`src/rtl/uc_irq_if.sv`:
```
// uc_irq bus: instruction/flag/irq inputs and datapath control outputs.
// master drives instruction side, slave is the control unit.
interface uc_irq_if #(
  parameter int N_IRQ = 4,
  parameter int PC_W  = 10
);
  logic [15:0]      opcode;
  logic             z;
  logic [N_IRQ-1:0] irq;
  logic             s_inc;
  logic             pc_hold;
  logic             s_vec;
  logic             s_reti;
  logic             s_ret;
  logic [PC_W-1:0]  vec_addr;
  logic             we3;
  logic             wez;
  logic             we4;
  logic             we5;
  logic             push;
  logic             pop;
  logic             s_pila;
  logic             s_out;
  logic [1:0]       s_port;
  logic [1:0]       s_inm;
  logic [2:0]       op_alu;
  logic [N_IRQ-1:0] irq_ack;
  logic             in_isr;

  modport master (
    output opcode, z, irq,
    input  s_inc, pc_hold, s_vec, s_reti, s_ret,
    input  vec_addr, we3, wez, we4, we5, push, pop,
    input  s_pila, s_out, s_port, s_inm, op_alu,
    input  irq_ack, in_isr
  );

  modport slave (
    input  opcode, z, irq,
    output s_inc, pc_hold, s_vec, s_reti, s_ret,
    output vec_addr, we3, wez, we4, we5, push, pop,
    output s_pila, s_out, s_port, s_inm, op_alu,
    output irq_ack, in_isr
  );
endinterface

```
`src/rtl/uc_irq.sv`:
```
// Control unit: opcode decoder plus a registered
// interrupt sequencer (take, push PC, load vector).
module uc_irq #(
  parameter int N_IRQ = 4,
  parameter int PC_W  = 10,
  parameter logic [PC_W-1:0] VEC_BASE = 10'h3F0
) (
  input logic     clk,
  input logic     reset,
  uc_irq_if.slave bus
);
  localparam int SEL_W = (N_IRQ > 1) ? $clog2(N_IRQ) : 1;

  typedef enum logic [1:0] {
    RUN,
    IRQ_PUSH,
    IRQ_VEC
  } state_t;

  state_t           state;
  logic [N_IRQ-1:0] irq_q;
  logic [N_IRQ-1:0] pending;
  logic [N_IRQ-1:0] mask;
  logic [N_IRQ-1:0] armed;
  logic [N_IRQ-1:0] ack;
  logic             gie;
  logic             in_isr_q;
  logic             take;
  logic             is_ei;
  logic             is_di;
  logic             is_reti;
  logic [SEL_W-1:0] sel;
  logic [SEL_W-1:0] sel_q;
  logic             unused_op;

  assign armed     = pending & mask;
  assign take      = gie & ~in_isr_q & (|armed);
  assign unused_op = ^bus.opcode;
  assign bus.in_isr  = reset & in_isr_q;
  assign bus.irq_ack = ack;

  // Lowest-numbered armed line wins.
  always_comb begin
    sel = '0;
    for (int i = N_IRQ - 1; i >= 0; i--) begin
      if (armed[i]) sel = SEL_W'(i);
    end
  end

  // Datapath selects: decode in RUN, fixed patterns in the entry sequence.
  always_comb begin
    bus.s_inc    = 1'b0;
    bus.pc_hold  = 1'b0;
    bus.s_vec    = 1'b0;
    bus.s_reti   = 1'b0;
    bus.s_ret    = 1'b0;
    bus.vec_addr = '0;
    bus.we3      = 1'b0;
    bus.wez      = 1'b0;
    bus.we4      = 1'b0;
    bus.we5      = 1'b0;
    bus.push     = 1'b0;
    bus.pop      = 1'b0;
    bus.s_pila   = 1'b0;
    bus.s_out    = 1'b0;
    bus.s_port   = 2'b00;
    bus.s_inm    = 2'b00;
    bus.op_alu   = 3'b000;
    ack          = '0;
    is_ei        = 1'b0;
    is_di        = 1'b0;
    is_reti      = 1'b0;
    if (!reset) begin
      bus.pc_hold = 1'b1;
    end else begin
      unique case (state)
        RUN: begin
          if (take) begin
            bus.pc_hold = 1'b1;
          end else begin
            bus.s_inc = 1'b1;
            unique casez (bus.opcode[15:10])
              6'b0?????: begin
                bus.op_alu = bus.opcode[14:12];
                bus.we3    = 1'b1;
                bus.wez    = 1'b1;
              end
              6'b100000: begin
                bus.we3   = 1'b1;
                bus.s_inm = 2'b01;
              end
              6'b100001: bus.s_inc = 1'b0;
              6'b100010: bus.s_inc = ~bus.z;
              6'b100011: bus.s_inc = bus.z;
              6'b100100: bus.push = 1'b1;
              6'b100101: begin
                bus.pop    = 1'b1;
                bus.s_pila = 1'b1;
              end
              6'b100110: begin
                bus.we3    = 1'b1;
                bus.s_inm  = 2'b11;
                bus.s_port = bus.opcode[5:4];
              end
              6'b100111: bus.we5 = 1'b1;
              6'b101000: begin
                bus.we5   = 1'b1;
                bus.s_out = 1'b1;
              end
              6'b101001: bus.s_out = 1'b1;
              6'b101010: is_ei = 1'b1;
              6'b101011: is_di = 1'b1;
              6'b101100: begin
                bus.pop    = 1'b1;
                bus.s_reti = 1'b1;
                is_reti    = 1'b1;
              end
              6'b111000: begin
                bus.we3   = 1'b1;
                bus.s_inm = 2'b10;
              end
              6'b1111??: bus.we4 = 1'b1;
              default: ;
            endcase
          end
        end
        IRQ_PUSH: begin
          bus.push    = 1'b1;
          bus.s_ret   = 1'b1;
          bus.pc_hold = 1'b1;
        end
        IRQ_VEC: begin
          bus.s_vec    = 1'b1;
          bus.vec_addr = VEC_BASE + PC_W'(sel_q);
          ack          = N_IRQ'(1) << sel_q;
        end
        default: bus.pc_hold = 1'b1;
      endcase
    end
  end

  // Edge capture, enable state and entry sequencer.
  always_ff @(posedge clk) begin
    if (!reset) begin
      state    <= RUN;
      irq_q    <= '0;
      pending  <= '0;
      mask     <= '0;
      gie      <= 1'b0;
      in_isr_q <= 1'b0;
      sel_q    <= '0;
    end else begin
      irq_q   <= bus.irq;
      pending <= (pending & ~ack) | (bus.irq & ~irq_q);
      unique case (state)
        RUN: begin
          if (take) begin
            state <= IRQ_PUSH;
          end else begin
            if (is_ei) begin
              mask <= bus.opcode[N_IRQ-1:0];
              gie  <= 1'b1;
            end
            if (is_di) gie <= 1'b0;
            if (is_reti) in_isr_q <= 1'b0;
          end
        end
        IRQ_PUSH: begin
          sel_q <= sel;
          state <= IRQ_VEC;
        end
        IRQ_VEC: begin
          in_isr_q <= 1'b1;
          state    <= RUN;
        end
        default: state <= RUN;
      endcase
    end
  end
endmodule

```
`src/flat_wrapper.sv`:
```
// flat-port wrapper written by rule: the top's interface ports become plain ports
module uc_irq_flat 
#(
  parameter int N_IRQ = 4,
  parameter int PC_W  = 10,
  parameter logic [PC_W-1:0] VEC_BASE = 10'h3F0
)
  (clk, reset, bus_opcode, bus_z, bus_irq, bus_s_inc, bus_pc_hold, bus_s_vec, bus_s_reti, bus_s_ret, bus_vec_addr, bus_we3, bus_wez, bus_we4, bus_we5, bus_push, bus_pop, bus_s_pila, bus_s_out, bus_s_port, bus_s_inm, bus_op_alu, bus_irq_ack, bus_in_isr);
  uc_irq_if #(.N_IRQ(N_IRQ), .PC_W(PC_W)) bus_i ();
  input logic clk;
  input logic reset;
  input wire logic [$bits(bus_i.opcode)-1:0] bus_opcode;
  input wire logic [$bits(bus_i.z)-1:0] bus_z;
  input wire logic [$bits(bus_i.irq)-1:0] bus_irq;
  output wire logic [$bits(bus_i.s_inc)-1:0] bus_s_inc;
  output wire logic [$bits(bus_i.pc_hold)-1:0] bus_pc_hold;
  output wire logic [$bits(bus_i.s_vec)-1:0] bus_s_vec;
  output wire logic [$bits(bus_i.s_reti)-1:0] bus_s_reti;
  output wire logic [$bits(bus_i.s_ret)-1:0] bus_s_ret;
  output wire logic [$bits(bus_i.vec_addr)-1:0] bus_vec_addr;
  output wire logic [$bits(bus_i.we3)-1:0] bus_we3;
  output wire logic [$bits(bus_i.wez)-1:0] bus_wez;
  output wire logic [$bits(bus_i.we4)-1:0] bus_we4;
  output wire logic [$bits(bus_i.we5)-1:0] bus_we5;
  output wire logic [$bits(bus_i.push)-1:0] bus_push;
  output wire logic [$bits(bus_i.pop)-1:0] bus_pop;
  output wire logic [$bits(bus_i.s_pila)-1:0] bus_s_pila;
  output wire logic [$bits(bus_i.s_out)-1:0] bus_s_out;
  output wire logic [$bits(bus_i.s_port)-1:0] bus_s_port;
  output wire logic [$bits(bus_i.s_inm)-1:0] bus_s_inm;
  output wire logic [$bits(bus_i.op_alu)-1:0] bus_op_alu;
  output wire logic [$bits(bus_i.irq_ack)-1:0] bus_irq_ack;
  output wire logic [$bits(bus_i.in_isr)-1:0] bus_in_isr;
  assign bus_i.opcode = bus_opcode;
  assign bus_i.z = bus_z;
  assign bus_i.irq = bus_irq;
  assign bus_s_inc = bus_i.s_inc;
  assign bus_pc_hold = bus_i.pc_hold;
  assign bus_s_vec = bus_i.s_vec;
  assign bus_s_reti = bus_i.s_reti;
  assign bus_s_ret = bus_i.s_ret;
  assign bus_vec_addr = bus_i.vec_addr;
  assign bus_we3 = bus_i.we3;
  assign bus_wez = bus_i.wez;
  assign bus_we4 = bus_i.we4;
  assign bus_we5 = bus_i.we5;
  assign bus_push = bus_i.push;
  assign bus_pop = bus_i.pop;
  assign bus_s_pila = bus_i.s_pila;
  assign bus_s_out = bus_i.s_out;
  assign bus_s_port = bus_i.s_port;
  assign bus_s_inm = bus_i.s_inm;
  assign bus_op_alu = bus_i.op_alu;
  assign bus_irq_ack = bus_i.irq_ack;
  assign bus_in_isr = bus_i.in_isr;
  uc_irq #(.N_IRQ(N_IRQ), .PC_W(PC_W), .VEC_BASE(VEC_BASE)) u_core (.clk(clk), .reset(reset), .bus(bus_i));
endmodule
```
`config.mk`:
```
export PLATFORM = sky130hd
export DESIGN_NAME = uc_irq_flat
export DESIGN_NICKNAME = d
export VERILOG_FILES = /design/src/rtl/uc_irq_if.sv /design/src/rtl/uc_irq.sv /design/src/flat_wrapper.sv
export SDC_FILE = /design/constraint.sdc
export NUM_CORES = 1
export LEC_CHECK = 0
export ABC_AREA = 1
export CAP_MARGIN = 0
export CORE_MARGIN = 1
export CORE_UTILIZATION = 40
export DETAILED_ROUTE_END_ITERATION = 16
export HOLD_SLACK_MARGIN = 0.05
export PLACE_DENSITY = 0.91
export SETUP_SLACK_MARGIN = 0.3
export SLEW_MARGIN = 40
export SYNTH_ARGS = -nofsm -noshare
export SYNTH_HDL_FRONTEND = slang
export SYNTH_SLANG_ARGS = --single-unit
```
`constraint.sdc`:
```
create_clock -name clk -period 2.6 [get_ports clk]
set_clock_uncertainty 0.2 [all_clocks]
set_input_delay 0.39 -clock clk [delete_from_list [all_inputs] [get_ports clk]]
set_output_delay 0.39 -clock clk [all_outputs]
set_load 0.02 [all_outputs]
```
==> results.toml, run 1 <==
[outcome]
status = "complete, no violations"

[power_and_ir_drop]
vdd_drop_max_mv = 0.3040
clkPwrFrac_pct = 29.2
pwr-share-seq_pct = 50.2
p_comb_share_pct = 20.6
p_sw_share_pct = 26.13
p_sw_uw = 152.2
power_density_nw_per_um2 = 325.9
leakagePower_uw = 0.0009714
p_int_uw = 430.1

[detailed_routing]
drc = 0
drtIter0Drc = 42
viasPerCell = 4.841
vias = 1312
firstDrtPassIters = 4
wl_mm = 2.995
ant_nets = 0
wl_per_cell_um = 11.05

[clock_network]
cts.sinks = 18
clk_pin_slew_ns = 0.09
cts_tree = "built"
cts_max_level = 1
cts_made_buffers = 3
cts_buffer_depth = 2
clk_latency_ns = 0.29
cts_root_buffer = "clkbuf_4"

[sta]
rsz0062_at_grt = "yes"
fin_crit_sh_pct = 88.21
max_freq_mhz = 436.0
tns_ns = 0
maxSlewViolCount = 0
fin_crit_ns = 2.294
hold_ws_ns = 0.2159
finalSetupViolCount = 0
hold_viol = 0

[critical_path]
r2r_setup_slack_ns = 1.05
crit_type = "flop to primary output"
setup.worst_path.end_class = "primary output"
ff2ff_path_depth = 7
worst-path-buf-inv = 1
critPathMaxFanout = 3
slowest_delay_ns = 0.34
path_cells = "nand2_1 > nand2_2 > o21ai_1 > nand2_1 > nor4_1 > buf_2"
rr_startpoint = "u_core.pending[3]"
worstReg2RegEnd = "u_core.mask[1]"
slowest_stage = "dfxtp_2"
worstSetupStartpointType = "flop"
cp_top_family = "simple AND/OR/NAND/NOR gates"
crit_required_ns = 2.01
critPathMostFrequentCell = "nand2_1"
crit_arrival_ns = 1.70

[synthesis]
ys.flop_type = "dfxtp_1"
synthXorXnorAreaFrac_pct = 0.7667
synth_area_leaders = "dfxtp_1, nand2_1, inv_1"
ys_seq_area_share_pct = 31.54
synth_top_family_by_area = "simple AND/OR/NAND/NOR gates"
yosys.area_share.simple_pct = 38.44
synth_area_per_cell_um2 = 6.565
synth_common_cells = "nand2_1, inv_1, dfxtp_1"
synth_top_area_cell = "dfxtp_1"
muxShareOfSynthArea_pct = 0
synthCells = 174
yosysWarnings = 0
synth_fa_ha_area_share_pct = 0
synth_top_area_share_pct = 31.54
synthArstFlopShare_pct = 0
synth.distinct_cells = 28
synth.cell_area_um2 = 1142
synth_edf_count = 0
yosysMostFrequentCell = "nand2_1"
yosys_register_bits = 18
synth-compound-area-share_pct = 10.19

[die]
die_area_um2 = 3074
ios = 58
start_util_pct = 41.78
chipHeight_um = 55.44
die_w_um = 55.44
core_um2 = 2734
rows = 19

[hold_path]
hold_start = "u_core.irq_q[2]"
hp-class = "flop to flop"
min_path_cells = 1
whs_endpoint = "u_core.pending[2]"

[cells_and_area]
num_antenna_cells = 0
areaGrowthSynthToFinish_pct = 56.41
layout.cells.non_filler = 271
layout-drive-gt1-share_pct = 33.75
nFillCells = 249
fin_nets = 264

[grt]
antenna_found_initial = 0
grt_overflow_total = 0
grt_usage_pct = 19.27
grt_pass1_vias = 1207
grt_pass1_wl_mm = 4.878
grt_max_degree = 15

[placed_design]
dp_hpwl_mm = 2.267
place_congestion = 0.8412
io_buffers = 51
dp.cells = 261

[job]
max-cap-violations = 0
[per-layer routing]
metal | wire length (µm) | vias up | track usage (%)
met2 | 1597 | 51 | 38.04
met4 | 67 | 0 | 6.429
met3 | 135 | 9 | 2.810
met5 | 0 | - | 0
li1 | - | 668 | -
met1 | 1195 | 584 | 20.44
[layout make-up]
type | instances | area, µm² | share of cell area, %
Clock buffer | 4 | 36.28 | 2.031
Inverter | 32 | 120.1 | 6.723
Multi-Input combinational cell | 113 | 631.9 | 35.36
Tap cell | 31 | 38.79 | 2.171
Sequential cell | 18 | 364.1 | 20.38
Timing Repair Buffer | 73 | 595.6 | 33.33
[worst max-delay path by stage]
stage	endpoint	startpoint	slack (ns)	depth (start not counted)
floorplan	bus_irq_ack[2]	reset	0.43	7
global placement	bus_s_port[1]	reset	-0.20	5
detailed placement	bus_push	reset	-0.22	5
CTS	bus_push	u_core.pending[2]	0.22	8
global route	bus_we4	u_core.pending[2]	0.15	6
finish	bus_we4	u_core.pending[3]	0.31	6
[layout by cell type, fill, tap and decap left out, drive strengths merged, types with 2 or more instances in the layout]
master	count
dlymetal6s2s	2
clkdlybuf4s50	14
o21ai	9
o22ai	2
nand3	10
clkdlybuf4s15	3
conb	2
dfxtp	18
a21oi	7
nor3b	2
nor3	8
nand2	44
buf	36
nand4	4
inv	32
clkbuf	8
dlygate4sd2	14
nor2	20
[worst reg2reg max path: stages, from the launching register on]
cell and delay, ns:
dfxtp_2 0.34, nand2_1 0.07, nand2_2 0.07, o21ai_1 0.22
buf_4 0.17, nand4_2 0.19, nand2_1 0.11, o21ai_1 0.06
[power by group through the flow]
stage	logic (µW)	registers (µW)	clock network, µW
finish	120	292	170
global route	130	294	188
CTS	114	291	178
detailed placement	115	297	0
global placement	113	297	0
floorplan	57.9	295	0
[per-stage QoR]
step                utilization (%)  total power [µW]  area, µm²  worst slack [ns]
finish                        65.35             582.3       1787            0.3065
global route                  65.35             612.4       1787            0.1491
CTS                           63.07             582.3       1724            0.2177
detailed placement            63.25             411.8       1729           -0.2186
global placement              63.25             409.4       1729           -0.2045
floorplan                         -             353.4       1146            0.4298
[repair_timing]
action	CTS	global route
hold buffers	0	0
resized for setup	87	35
buffers inserted	3	2
endpoints found under the setup margin	33	23
cloned	0	1
pin swaps	5	9
[kinds of logic after synthesis]
kind of cell,Yosys count
and+or+nand+nor,88
buffers and inverters,45
AOI/OAI and AO/OA,21
DFF,18
xor gates and xnor gates,1
other,1
[flip-flops by register name, summed over array words and instances, names as in the netlist]
name and count:
u_core.sel_q 2, u_core.state 2, u_core.in_isr_q 1, u_core.mask 4, u_core.irq_q 4, u_core.gie 1
u_core.pending 4
No activity file was read; power rests on OpenSTA's default activity.
==> inputs of run 2 (changes only) <==
Settings changed: CAP_MARGIN 0 to not set, CORE_UTILIZATION 40 to 35, PLACE_DENSITY 0.91 to 0.83.
==> results.toml, run 2 (synthesis gave the netlist of run 1 again) <==
[die]
core_um2 = 3078
rows = 20
start_util_pct = 37.11
ios = 58
chipHeight_um = 59.13
die_area_um2 = 3496
die_w_um = 59.13

[critical_path]
slowest_delay_ns = 0.35
crit_arrival_ns = 1.70
critPathMaxFanout = 6
crit_required_ns = 2.01
worstSetupStartpointType = "flop"
rr_startpoint = "u_core.mask[3]"
worst-path-buf-inv = 2
cp_top_family = "simple AND/OR/NAND/NOR gates"
slowest_stage = "dfxtp_2"
critPathMostFrequentCell = "nor2_2"
r2r_setup_slack_ns = 1.06
crit_type = "flop to primary output"
startpoint = "u_core.mask[3]"
setup.worst_path.end_class = "primary output"
path_cells = "nand2_1 > nand2_2 > nor2_2 > nor2_2 > nor2_4 > nand2_4 > buf_12 > nor3b_2 > buf_4"

[placed_design]
place_area_um2 = 1783
place_congestion = 0.8080
dp_hpwl_mm = 2.181
pre_cts_slack_ns = -0.1843
io_buffers = 51

[sta]
hold_viol = 0
fin_crit_sh_pct = 87.92
maxSlewViolCount = 0
finalWorstSetupSlack_ns = 0.3140
rsz0062_at_grt = "yes"
fin_crit_ns = 2.286
finalSetupViolCount = 0
max_freq_mhz = 437.5

[cells_and_area]
nFillCells = 304
final_cell_mix = "nand2_1, buf_4, inv_1, clkdlybuf4s50_1, nor2_1"
areaGrowthSynthToFinish_pct = 62.76
num_antenna_cells = 0
reg_top3 = "u_core.irq_q x4, u_core.mask x4, u_core.pending x4"
fin_area_um2 = 1859
fin_nets = 267
final_common_cell = "nand2_1"
layout-drive-gt1-share_pct = 35.80

[detailed_routing]
vias = 1342
ant_nets = 0
drtIter0Drc = 53
drc = 0
viasPerCell = 4.676
firstDrtPassIters = 4
wl_per_cell_um = 10.67
wl_mm = 3.062

[grt]
grt_pass1_vias = 1159
grt_overflow_total = 0
grt_max_degree = 14
grt_pass1_wl_mm = 4.629
grt_usage_pct = 16.83
antenna_found_initial = 0

[power_and_ir_drop]
p_sw_uw = 153.7
total_power_uw = 585.7
clkPwrFrac_pct = 29.1
leakagePower_uw = 0.001002
p_sw_share_pct = 26.25
p_comb_share_pct = 21.0
p_int_uw = 431.9
pwr-share-seq_pct = 50.0
vdd_drop_max_mv = 0.3402
power_density_nw_per_um2 = 315.0

[clock_network]
cts_root_buffer = "clkbuf_4"
hold_buffers = 0
clk_latency_ns = 0.29
cts_tree = "built"
clk_pin_slew_ns = 0.10
cts_max_level = 1
cts_made_buffers = 3
cts_buffer_depth = 2
cts.sinks = 18

[job]
max-cap-violations = 0

[hold_path]
hp-class = "flop to flop"
hold_start = "u_core.irq_q[2]"

[outcome]
status = "complete, no violations"
[run 2: changes by cell type in the layout (fill, tap and decap cells not counted), sizes merged]
| cell | delta |
|---|---|
| dlymetal6s2s | +1 |
| dlygate4sd2 | -3 |
| buf | +4 |
| clkdlybuf4s50 | +1 |
[run 2: timing repair]
| item | 4_1_cts | 5_1_grt |
|---|---|---|
| endpoints found under the setup margin | 33 | 23 |
| pin swaps | 2 | 6 |
| gates cloned | 0 | 1 |
| setup buffers | 3 | 0 |
| gates resized for setup | 83 | 45 |
[run 2: worst paths after layout]
kind | endpoint | depth (start not counted)
min | u_core.pending[2] | 1
max reg2reg | u_core.mask[0] | 7
min reg2reg | u_core.pending[2] | 1
max | bus_s_port[1] | 9
[run 2: area by class of cell]
class	instances	area, µm²	share of cell area (%)
multi-input combinational	113	644.4	34.66
timing repair buffer	76	635.6	34.19
sequential	18	367.9	19.78
inverter	32	120.1	6.460
tap	44	55.05	2.961
clock buffer	4	36.28	1.952
[run 2: per-stage QoR]
step / setup TNS (ns) / util (%) / std cells / hold slack (ns)
after global placement: -2.351 / 57.93 / 279 / 0.1942
after floorplan: 0 / - / 175 / 0.1896
after CTS: 0 / 57.89 / 286 / 0.2147
final: 0 / 60.41 / 287 / 0.2130
after global routing: 0 / 60.41 / 287 / 0.2320
after detailed placement: -2.408 / 57.93 / 279 / 0.1962
[run 2: per-layer routing]
metal | track usage [%] | share of wire [%]
met1 | 19.49 | 40
met5 | 0 | 0
met4 | 5.782 | 1.6
met2 | 31.33 | 51
met3 | 2.402 | 7.0
[run 2: power groups by stage]
| stage | Combinational, µW | Clock, µW | Sequential [µW] |
|---|---|---|---|
| after global placement | 115 | 0 | 297 |
| after global routing | 135 | 188 | 294 |
| after detailed placement | 116 | 0 | 297 |
| final | 123 | 170 | 293 |
| after CTS | 117 | 174 | 291 |
| after floorplan | 57.9 | 0 | 295 |
